### src/rtl/arbiter_pkg.sv
// rtl/arbiter_pkg.sv - shared types, constants and helpers for the VC arbiter
//
// Contents:
//   arb_state_t  : arbiter state (IDLE, BURST)
//   MODE_RR      : prio_mode encoding for weighted round-robin
//   MODE_STRICT  : prio_mode encoding for strict priority (VC0 highest)
//   DEF_NUM_VC   : default channel count
//   DEF_WEIGHT_W : default width of one weight field
//   eff_weight() : burst length for a programmed weight (0 behaves as 1)
package arbiter_pkg;

  localparam int DEF_NUM_VC   = 4;
  localparam int DEF_WEIGHT_W = 3;

  typedef enum logic {
    IDLE  = 1'b0,
    BURST = 1'b1
  } arb_state_t;

  localparam logic MODE_RR     = 1'b0;
  localparam logic MODE_STRICT = 1'b1;

  function automatic int eff_weight(input int w);
    return (w == 0) ? 1 : w;
  endfunction

endpackage

### src/rtl/rr_pick.sv
// rtl/rr_pick.sv - rotating-priority find-first over a request vector
//
// Ports:
//   req   in  NUM_VC  request vector, bit i = channel i wants service
//   base  in  VC_W    index searched first; search wraps NUM_VC-1 -> 0
//   found out 1       at least one request present
//   index out VC_W    first requesting index at or after base (0 when none)
module rr_pick
  import arbiter_pkg::*;
#(
  parameter int NUM_VC = DEF_NUM_VC,
  parameter int VC_W   = $clog2(NUM_VC)
) (
  input  logic [NUM_VC-1:0] req,
  input  logic [VC_W-1:0]   base,
  output logic              found,
  output logic [VC_W-1:0]   index
);

  int pos;

  always_comb begin
    found = 1'b0;
    index = '0;
    pos   = 0;
    for (int i = 0; i < NUM_VC; i++) begin
      // Wrap by subtraction so non-power-of-two channel counts work.
      pos = int'(base) + i;
      if (pos >= NUM_VC) begin
        pos = pos - NUM_VC;
      end
      if (!found && req[VC_W'(pos)]) begin
        found = 1'b1;
        index = VC_W'(pos);
      end
    end
  end

endmodule

### src/rtl/vc_wrr_arbiter.sv
// rtl/vc_wrr_arbiter.sv - weighted round-robin / strict-priority VC pop arbiter
//
// Build option: ARB_WEIGHTED_EN
//   defined   : each round-robin grant opens a burst of eff_weight(weight) pops
//   undefined : credit register absent, weight_cfg ignored, plain round-robin
//
// Ports:
//   clk         in  1                 rising-edge clock
//   rst         in  1                 synchronous active-low reset
//   enb         in  1                 arbitration enable (0 stalls)
//   empty_vc    in  NUM_VC            per-VC FIFO empty flags
//   dest_full   in  1                 downstream full (1 stalls)
//   prio_mode   in  1                 MODE_RR or MODE_STRICT
//   weight_cfg  in  NUM_VC*WEIGHT_W   per-VC burst length, field i = VC i
//   pop_vc      out NUM_VC            one-hot pop strobe, combinational
//   grant_id    out VC_W              index of the popped VC (0 when idle)
//   grant_valid out 1                 a pop is issued this cycle
module vc_wrr_arbiter
  import arbiter_pkg::*;
#(
  parameter int NUM_VC   = DEF_NUM_VC,
  parameter int VC_W     = $clog2(NUM_VC),
  parameter int WEIGHT_W = DEF_WEIGHT_W
) (
  input  logic                       clk,
  input  logic                       rst,
  input  logic                       enb,
  input  logic [NUM_VC-1:0]          empty_vc,
  input  logic                       dest_full,
  input  logic                       prio_mode,
  input  logic [NUM_VC*WEIGHT_W-1:0] weight_cfg,
  output logic [NUM_VC-1:0]          pop_vc,
  output logic [VC_W-1:0]            grant_id,
  output logic                       grant_valid
);

  arb_state_t            state;
  logic [VC_W-1:0]       cur_vc;
  logic [VC_W-1:0]       last_ptr;

  logic [NUM_VC-1:0]     req;
  logic                  go;
  logic                  cont;
  logic [VC_W-1:0]       rr_base;
  logic                  rr_found;
  logic [VC_W-1:0]       rr_idx;
  logic                  st_found;
  logic [VC_W-1:0]       st_idx;
  logic                  pop_en;
  logic [VC_W-1:0]       pop_idx;

  assign req = ~empty_vc;
  // Reset is folded into go so nothing pops while rst is low.
  assign go  = rst & enb & ~dest_full;

  // Round-robin search starts just after the last served VC.
  assign rr_base = (last_ptr == VC_W'(NUM_VC - 1)) ? '0 : last_ptr + 1'b1;

  rr_pick #(.NUM_VC(NUM_VC), .VC_W(VC_W)) u_rr_pick (
    .req   (req),
    .base  (rr_base),
    .found (rr_found),
    .index (rr_idx)
  );

  rr_pick #(.NUM_VC(NUM_VC), .VC_W(VC_W)) u_strict_pick (
    .req   (req),
    .base  ('0),
    .found (st_found),
    .index (st_idx)
  );

`ifdef ARB_WEIGHTED_EN
  logic [WEIGHT_W-1:0] credit;
  logic [WEIGHT_W-1:0] load_credit;

  // Burst continues only while the VC still has data and credit remains.
  assign cont        = (state == BURST) && req[cur_vc] && (credit != '0);
  assign load_credit = WEIGHT_W'(eff_weight(int'(weight_cfg[int'(rr_idx)*WEIGHT_W +: WEIGHT_W])) - 1);
`else
  logic unused_cfg;

  assign cont       = 1'b0;
  assign unused_cfg = ^{weight_cfg, cur_vc, state};
`endif

  always_comb begin
    pop_en  = 1'b0;
    pop_idx = '0;
    if (go) begin
      if (prio_mode == MODE_STRICT) begin
        pop_en  = st_found;
        pop_idx = st_idx;
      end else if (cont) begin
        pop_en  = 1'b1;
        pop_idx = cur_vc;
      end else begin
        pop_en  = rr_found;
        pop_idx = rr_idx;
      end
    end
  end

  assign pop_vc      = pop_en ? ({{(NUM_VC-1){1'b0}}, 1'b1} << pop_idx) : '0;
  assign grant_id    = pop_idx;
  assign grant_valid = pop_en;

  always_ff @(posedge clk) begin
    if (!rst) begin
      state    <= IDLE;
      cur_vc   <= '0;
      last_ptr <= VC_W'(NUM_VC - 1);
`ifdef ARB_WEIGHTED_EN
      credit   <= '0;
`endif
    end else if (go) begin
      if (prio_mode == MODE_STRICT) begin
        // Strict mode never holds a burst open; a return to RR starts fresh.
        if (st_found) begin
          last_ptr <= st_idx;
        end
        state <= IDLE;
`ifdef ARB_WEIGHTED_EN
        credit <= '0;
`endif
      end else if (cont) begin
        state <= BURST;
`ifdef ARB_WEIGHTED_EN
        credit <= credit - 1'b1;
`endif
      end else if (rr_found) begin
        state    <= BURST;
        cur_vc   <= rr_idx;
        last_ptr <= rr_idx;
`ifdef ARB_WEIGHTED_EN
        credit   <= load_credit;
`endif
      end else begin
        state <= IDLE;
      end
    end
  end

endmodule

### config.mk
export PLATFORM = sky130hd
export DESIGN_NAME = vc_wrr_arbiter
export DESIGN_NICKNAME = d
export VERILOG_FILES = /design/src/rtl/arbiter_pkg.sv /design/src/rtl/rr_pick.sv /design/src/rtl/vc_wrr_arbiter.sv
export SDC_FILE = /design/constraint.sdc
export NUM_CORES = 1
export LEC_CHECK = 0
export ABC_CLOCK_PERIOD_IN_PS = 5700
export CORE_AREA = 2 2 39 41
export CTS_CLUSTER_SIZE = 25
export DETAILED_ROUTE_END_ITERATION = 8
export DIE_AREA = 0 0 41 43
export PLACE_DENSITY = 0.7
export SLEW_MARGIN = 20
export SYNTH_ARGS = -nofsm -noshare
export SYNTH_HDL_FRONTEND = slang
export SYNTH_SLANG_ARGS = --single-unit
### constraint.sdc
create_clock -name clk -period 5.7 [get_ports clk]
set_input_delay 1.14 -clock clk [delete_from_list [all_inputs] [get_ports clk]]
set_output_delay 1.14 -clock clk [all_outputs]
set_load 0.005 [all_outputs]
* Yosys cells after proc, flatten, opt, wreduce, memory -nomap -nowiden
Cells that the tools add are included. W data, S select, Z words.
Cells by class: bitwise logic cells 4, $lt $le $gt $ge 8, reductions and logical operators 10, shift operators 1, add/sub/neg operators 8, muxes and demuxes 36, eq/ne operators 2
Operators by type and width (count):
- $mux W2 | 14
- $mux W1 | 17
- $lt A2 B4 Y1 const B | 4
- $ge A3 B3 Y1 const B | 3
- $bmux W1 S2 | 4
- $sub A2 B1 Y2 const B | 4
- $add A2 B2 Y3 const B | 2
- $logic_and A1 B1 Y1 | 4
- $logic_not A1 Y1 | 4
- $mux W4 | 1
- $not A4 Y4 | 1
- $shl A1 B2 Y4 const A | 1
- $add A2 B1 Y3 const B | 1
- $ge A2 B3 Y1 const B | 1
- $reduce_and A3 Y1 | 1
- $add A2 B1 Y2 const B | 1
- $and A1 B1 Y1 | 2
- $eq A2 B2 Y1 const B | 1
- $ne A2 B1 Y1 const B | 1
- $reduce_bool A2 Y1 | 1
- $not A1 Y1 | 1
Storage, ports and cells: logic and storage cells 70, flip-flop bits (word level) 2, output and inout port bits 7, bits of input ports 21

* Longest topological paths before layout
Gate-level depths: netlist of run 1.
depth in word-level cells 21, gate-level depth with buffers 7, gate-level depth less buffers 6

* Modules after synthesis
From an unflattened synthesis of run 1, not the netlist that was laid out.
Unflattened totals: cell total of the unflattened synthesis 66, area total of the unflattened synthesis 414.1 um2
Modules (own cells, without submodules):
- vc_wrr_arbiter | area an instance 259.0 um2, sequential area each 40.0 um2, cells each 36, times used 1
- rr_pick | area an instance 77.6 um2, sequential area each 0.0 um2, cells each 15, times used 2

* Least setup slack after synthesis of run 1
No wires, ideal clock.
kind in2out, start point input empty_vc[1], end point output pop_vc[1], slack 2.224 ns, buffers on the path 1, cell stages on the path 6, arrival 2.336 ns, data required time 4.560 ns, path through buf_4 -> or4bb_1 -> o311ai_2 -> a221oi_2 -> a21oi_2 -> and3_1
Between the ends: cells in the longest elaborated chain, start to end 18, elaborated cells between the ends (all ways) 36, classes of those cells 1 x shift; 27 x mux; 1 x bitwise; 7 x reduce/logical
RTL lines:
- start: declaration | line vc_wrr_arbiter.sv:28 | input logic [NUM_VC-1:0] empty_vc,
- $not A4 Y4 * | line vc_wrr_arbiter.sv:52 | assign req = ~empty_vc;
- $bmux W1 S2 | line rr_pick.sv:32 | if (!found && req[VC_W'(pos)]) begin
- $mux W1 (implied by the code) (2 in series) | line rr_pick.sv:32
- $mux W1 | line rr_pick.sv:32
- $logic_not A1 Y1 | line rr_pick.sv:32
- $logic_and A1 B1 Y1 | line rr_pick.sv:32
- $mux W1 | line rr_pick.sv:32
- $logic_not A1 Y1 | line rr_pick.sv:32
- $logic_and A1 B1 Y1 | line rr_pick.sv:32
- $mux W1 | line rr_pick.sv:32
- $logic_not A1 Y1 | line rr_pick.sv:32
- $logic_and A1 B1 Y1 | line rr_pick.sv:32
- $mux W2 | line rr_pick.sv:32
- $mux W2 | line vc_wrr_arbiter.sv:91 | if (prio_mode == MODE_STRICT) begin
- $mux W2 | line vc_wrr_arbiter.sv:90 | if (go) begin
- $shl A1 B2 Y4 | line vc_wrr_arbiter.sv:104 | assign pop_vc = pop_en ? ({{(NUM_VC-1){1'b0}}, 1'b1} << pop_idx) : '0;
- $mux W4 * | line vc_wrr_arbiter.sv:104
- end: declaration | line vc_wrr_arbiter.sv:32 | output logic [NUM_VC-1:0] pop_vc,
Every way passes the cells marked *; elsewhere a longest branch is shown, timed or not. The select of a mux whose other input is x is not followed.

* Worst setup path after layout of run 1
Same ends and word-level chain as after synthesis.

==> impl_metrics.csv, run 1 <==
group,metric,value,unit
cells_and_area,fillCellCount,153,
timing,drv_slew,0,
cells_and_area,n_antenna_cell,0,
cells_and_area,multi_input_area,314,um^2
synth,yosysSeqAreaShare,9.82,%
placement,port_buffers,15,
detailed_routing,dr.pass1.iters,4,
timing,fmax,219,MHz
worst_setup_path,end_kind,"output pin",
worst_setup_path,cp_slowest_stage_delay,0.62,ns
die,rows,14,
timing,hold_viol_final,0,
clock_network,root_buffer,"clkbuf_4",
cells_and_area,largest_reg_flops,2,
synth,synth.distinct_cells,32,
timing,timing.final.ws_setup,1.13,ns
clock_network,hold_buffers,0,
cells_and_area,area_growth,38.7,%
global_route,gr-total-overflow,0,
synth,syn-cell-area,408,um^2
placement,post-place-ws,1.11,ns
timing,rsz0062_at_grt,"no",
timing,tns,0,ns
synth,synth_top_cell_area_share,9.82,%
synth,synth-warning-count,0,
die,die_w,41,um
timing,clock-skew-final,0.00400,ns
cells_and_area,regArea,40.0,um^2
synth,synth_xor_area_share,2.15,%
detailed_routing,detail-route-antenna-nets,0,
worst_hold_path,hp-class,"reg -> reg",
synth,synthAdderAreaFrac,3.07,%
synth,synthCells,58,
placement,gp_congestion,0.860,
detailed_routing,post_drt_via_cell_ratio,5.16,
worst_setup_path,setup.worst_path.class,"in -> out",
detailed_routing,routed-via-count,454,
worst_hold_path,whs_endpoint,"last_ptr[1]",
clock_network,clock_path_buffers,2,
synth,synth-simple-area-share,36.8,%
worst_setup_path,worstSetupStartpointType,"input port",
synth,yosys-top-cells-area,"dfxtp_1 (9.8%), nand2_1 (6.4%), nor2b_1 (6.1%)",
clock_network,cts_sinks,2,
worst_hold_path,hp-start,"last_ptr[1]",
worst_hold_path,hold_depth,2,
timing,final-setup-viol-count,0,
clock_network,clk_pin_slew,0.03,ns
worst_setup_path,worstPathMaxFanout,10,
detailed_routing,drt-initial-drc-count,6,
synth,synth_compound_area_share,35.0,%
global_route,grt_max_degree,13,
worst_setup_path,arrival,3.43,ns
worst_setup_path,required,4.56,ns
cells_and_area,drive_gt1_share,8.33,%
worst_setup_path,regToRegStartpoint,"last_ptr[0]",
global_route,antenna_found_initial,0,
power_and_ir_drop,power_density,141,nW/um^2
worst_setup_path,crit_chain,"clkdlybuf4s50_1, or3b_1, o311ai_2, a221oi_2, a21oi_2, and3_1, clkdlybuf4s50_1",
detailed_routing,drc,0,
clock_network,htree_levels,1,
synth,muxShareOfSynthArea,0,%
power_and_ir_drop,power,0.0797,mW
clock_network,cts_tree,"built",
synth,syn_avg_cell_area,7.03,um^2
clock_network,cts_buffers,3,
worst_setup_path,crit_top_cell,"clkdlybuf4s50_1",
cells_and_area,layout_commonest_cell,"clkdlybuf4s50_1",
die,die_h,43,um
clock_network,clkLatencyLatePin,0.22,ns
global_route,grt_pass1_vias,444,
outcome,outcome,"completed",
timing,slew_headroom,64.7,%
timing,worst_slew_pin_slew,0.524,ns
worst_setup_path,r2r_cells,6,
global_route,track_usage,14.5,%
global_route,grt_pass1_wl,1760,um
synth,synth_top_family_by_area,"simple AND/OR/NAND/NOR gates",
power_and_ir_drop,ir_drop,0.0488,mV
cells_and_area,layout_common_cells,"clkdlybuf4s50_1 (15), nand2_1 (7), inv_1 (5)",
die,start_util,29.5,%
worst_setup_path,critical-path-slowest-cell,"clkdlybuf4s50_1",
cells_and_area,nets,96,
timing,period_share,80.3,%
die,ios,28,
detailed_routing,post_drt_wl_per_cell,11.5,um
placement,hpwl,731,um
clock_network,post_cts_buffers,0,
cells_and_area,largest-register,"last_ptr",
cells_and_area,top_regs,"last_ptr (2)",
detailed_routing,routed_wl,1020,um
clock_network,post_cts_resized,0,
synth,yosysTopAreaCell,"dfxtp_1",
worst_setup_path,r2r-end,"last_ptr[0]",
die,coreArea,1380,um^2
die,dieArea,1760,um^2
flow_run,drv_cap,0,
worst_setup_path,r2r_slack,3.49,ns
timing,fin_crit,4.57,ns
power_and_ir_drop,power_leakage,0.226,nW
synth,syn_nets,80,
synth,ys_seq_elements,2,
==> critical path, delay by kind of cell <==
family                 cells  cell delay (ns)
and+or+nand+nor            2             0.60
buffers and inverters      2             1.11
AOI/OAI and AO/OA          3             0.58
==> through the flow <==
step                instances  area [um^2]  hold slack, ns  util [%]
floorplan                  58          408           0.437         -
detailed placement         85          543           0.475      39.2
global placement           85          543           0.464      39.2
global route               88          566           0.493      40.9
CTS                        88          566           0.481      40.9
finish                     88          566           0.494      40.9
==> cell families (layout without fill, tap and decap cells) <==
family | Yosys count | in the layout
XOR/XNOR | 1 | 1
buffers and inverters | 9 | 23
flip-flops | 2 | 2
AND/OR/NAND/NOR | 27 | 27
adder cells (fa/ha/maj) | 1 | 1
AO/OA/AOI/OAI | 18 | 18
==> layer usage <==
metal | part of all wire (%) | track usage (%)
met1 | 46 | 17.6
met2 | 51 | 21.9
met3 | 3.2 | 4.71
met4 | 0 | 7.33
met5 | 0 | 0
==> synthesized netlist by cell type, drive strengths merged <==
| cell | count |
|---|---|
| nand2 | 7 |
| inv | 5 |
| a21oi | 4 |
| buf | 4 |
| nor2 | 4 |
| nor2b | 4 |
| a211oi | 3 |
| and2 | 3 |
| o21ai | 3 |
| a221o | 2 |
| dfxtp | 2 |
| a221oi | 1 |
| and2b | 1 |
| and3 | 1 |
| ha | 1 |
| nand2b | 1 |
| nand3 | 1 |
| nor3 | 1 |
| nor3b | 1 |
| o211ai | 1 |
| o21bai | 1 |
| o22ai | 1 |
| o2bb2ai | 1 |
| o311ai | 1 |
| or2b | 1 |
| or3b | 1 |
| or4bb | 1 |
| xor2 | 1 |
==> power breakdown <==
group	total, mW	internal [mW]	switching [mW]
Clock	0.0308	0.0232	0.00758
Sequential	0.0162	0.0149	0.00137
Combinational	0.0327	0.0167	0.0159
==> final cells by class <==
| cell class | instances | share of cell area (%) |
|---|---|---|
| Clock buffer | 3 | 3.98 |
| Inverter | 5 | 3.32 |
| Tap cell | 16 | 3.54 |
| Timing Repair Buffer | 15 | 26.5 |
| Multi-Input combinational cell | 47 | 55.5 |
| Sequential cell | 2 | 7.08 |
==> how the worst max path moves through the flow <==
stage	from	to	slack [ns]
floorplan	empty_vc[1]	pop_vc[1]	2.22
global placement	empty_vc[1]	pop_vc[1]	1.10
detailed placement	empty_vc[1]	pop_vc[1]	1.11
CTS	empty_vc[1]	pop_vc[1]	1.10
global route	empty_vc[0]	pop_vc[3]	0.95
finish	empty_vc[1]	pop_vc[1]	1.13
No activity file was read; power rests on OpenSTA's default activity.
==> inputs of run 2 (changes only) <==
Settings changed: ABC_CLOCK_PERIOD_IN_PS 5700 to 4400.
Clock period 5.7 ns to 4.4 ns, I/O delays scaled along.
==> results of run 2 <==
Same layout as run 1 (identical final DEF). Status: completed.
Among the figures that moved: setup slack after placement 1.11 ns -> 0.332 ns; setup slack after layout 1.13 ns -> 0.345 ns; register-to-register setup slack 3.49 ns -> 2.19 ns; total power 0.0797 mW -> 0.103 mW; worst IR drop on VDD 0.0488 mV -> 0.0632 mV
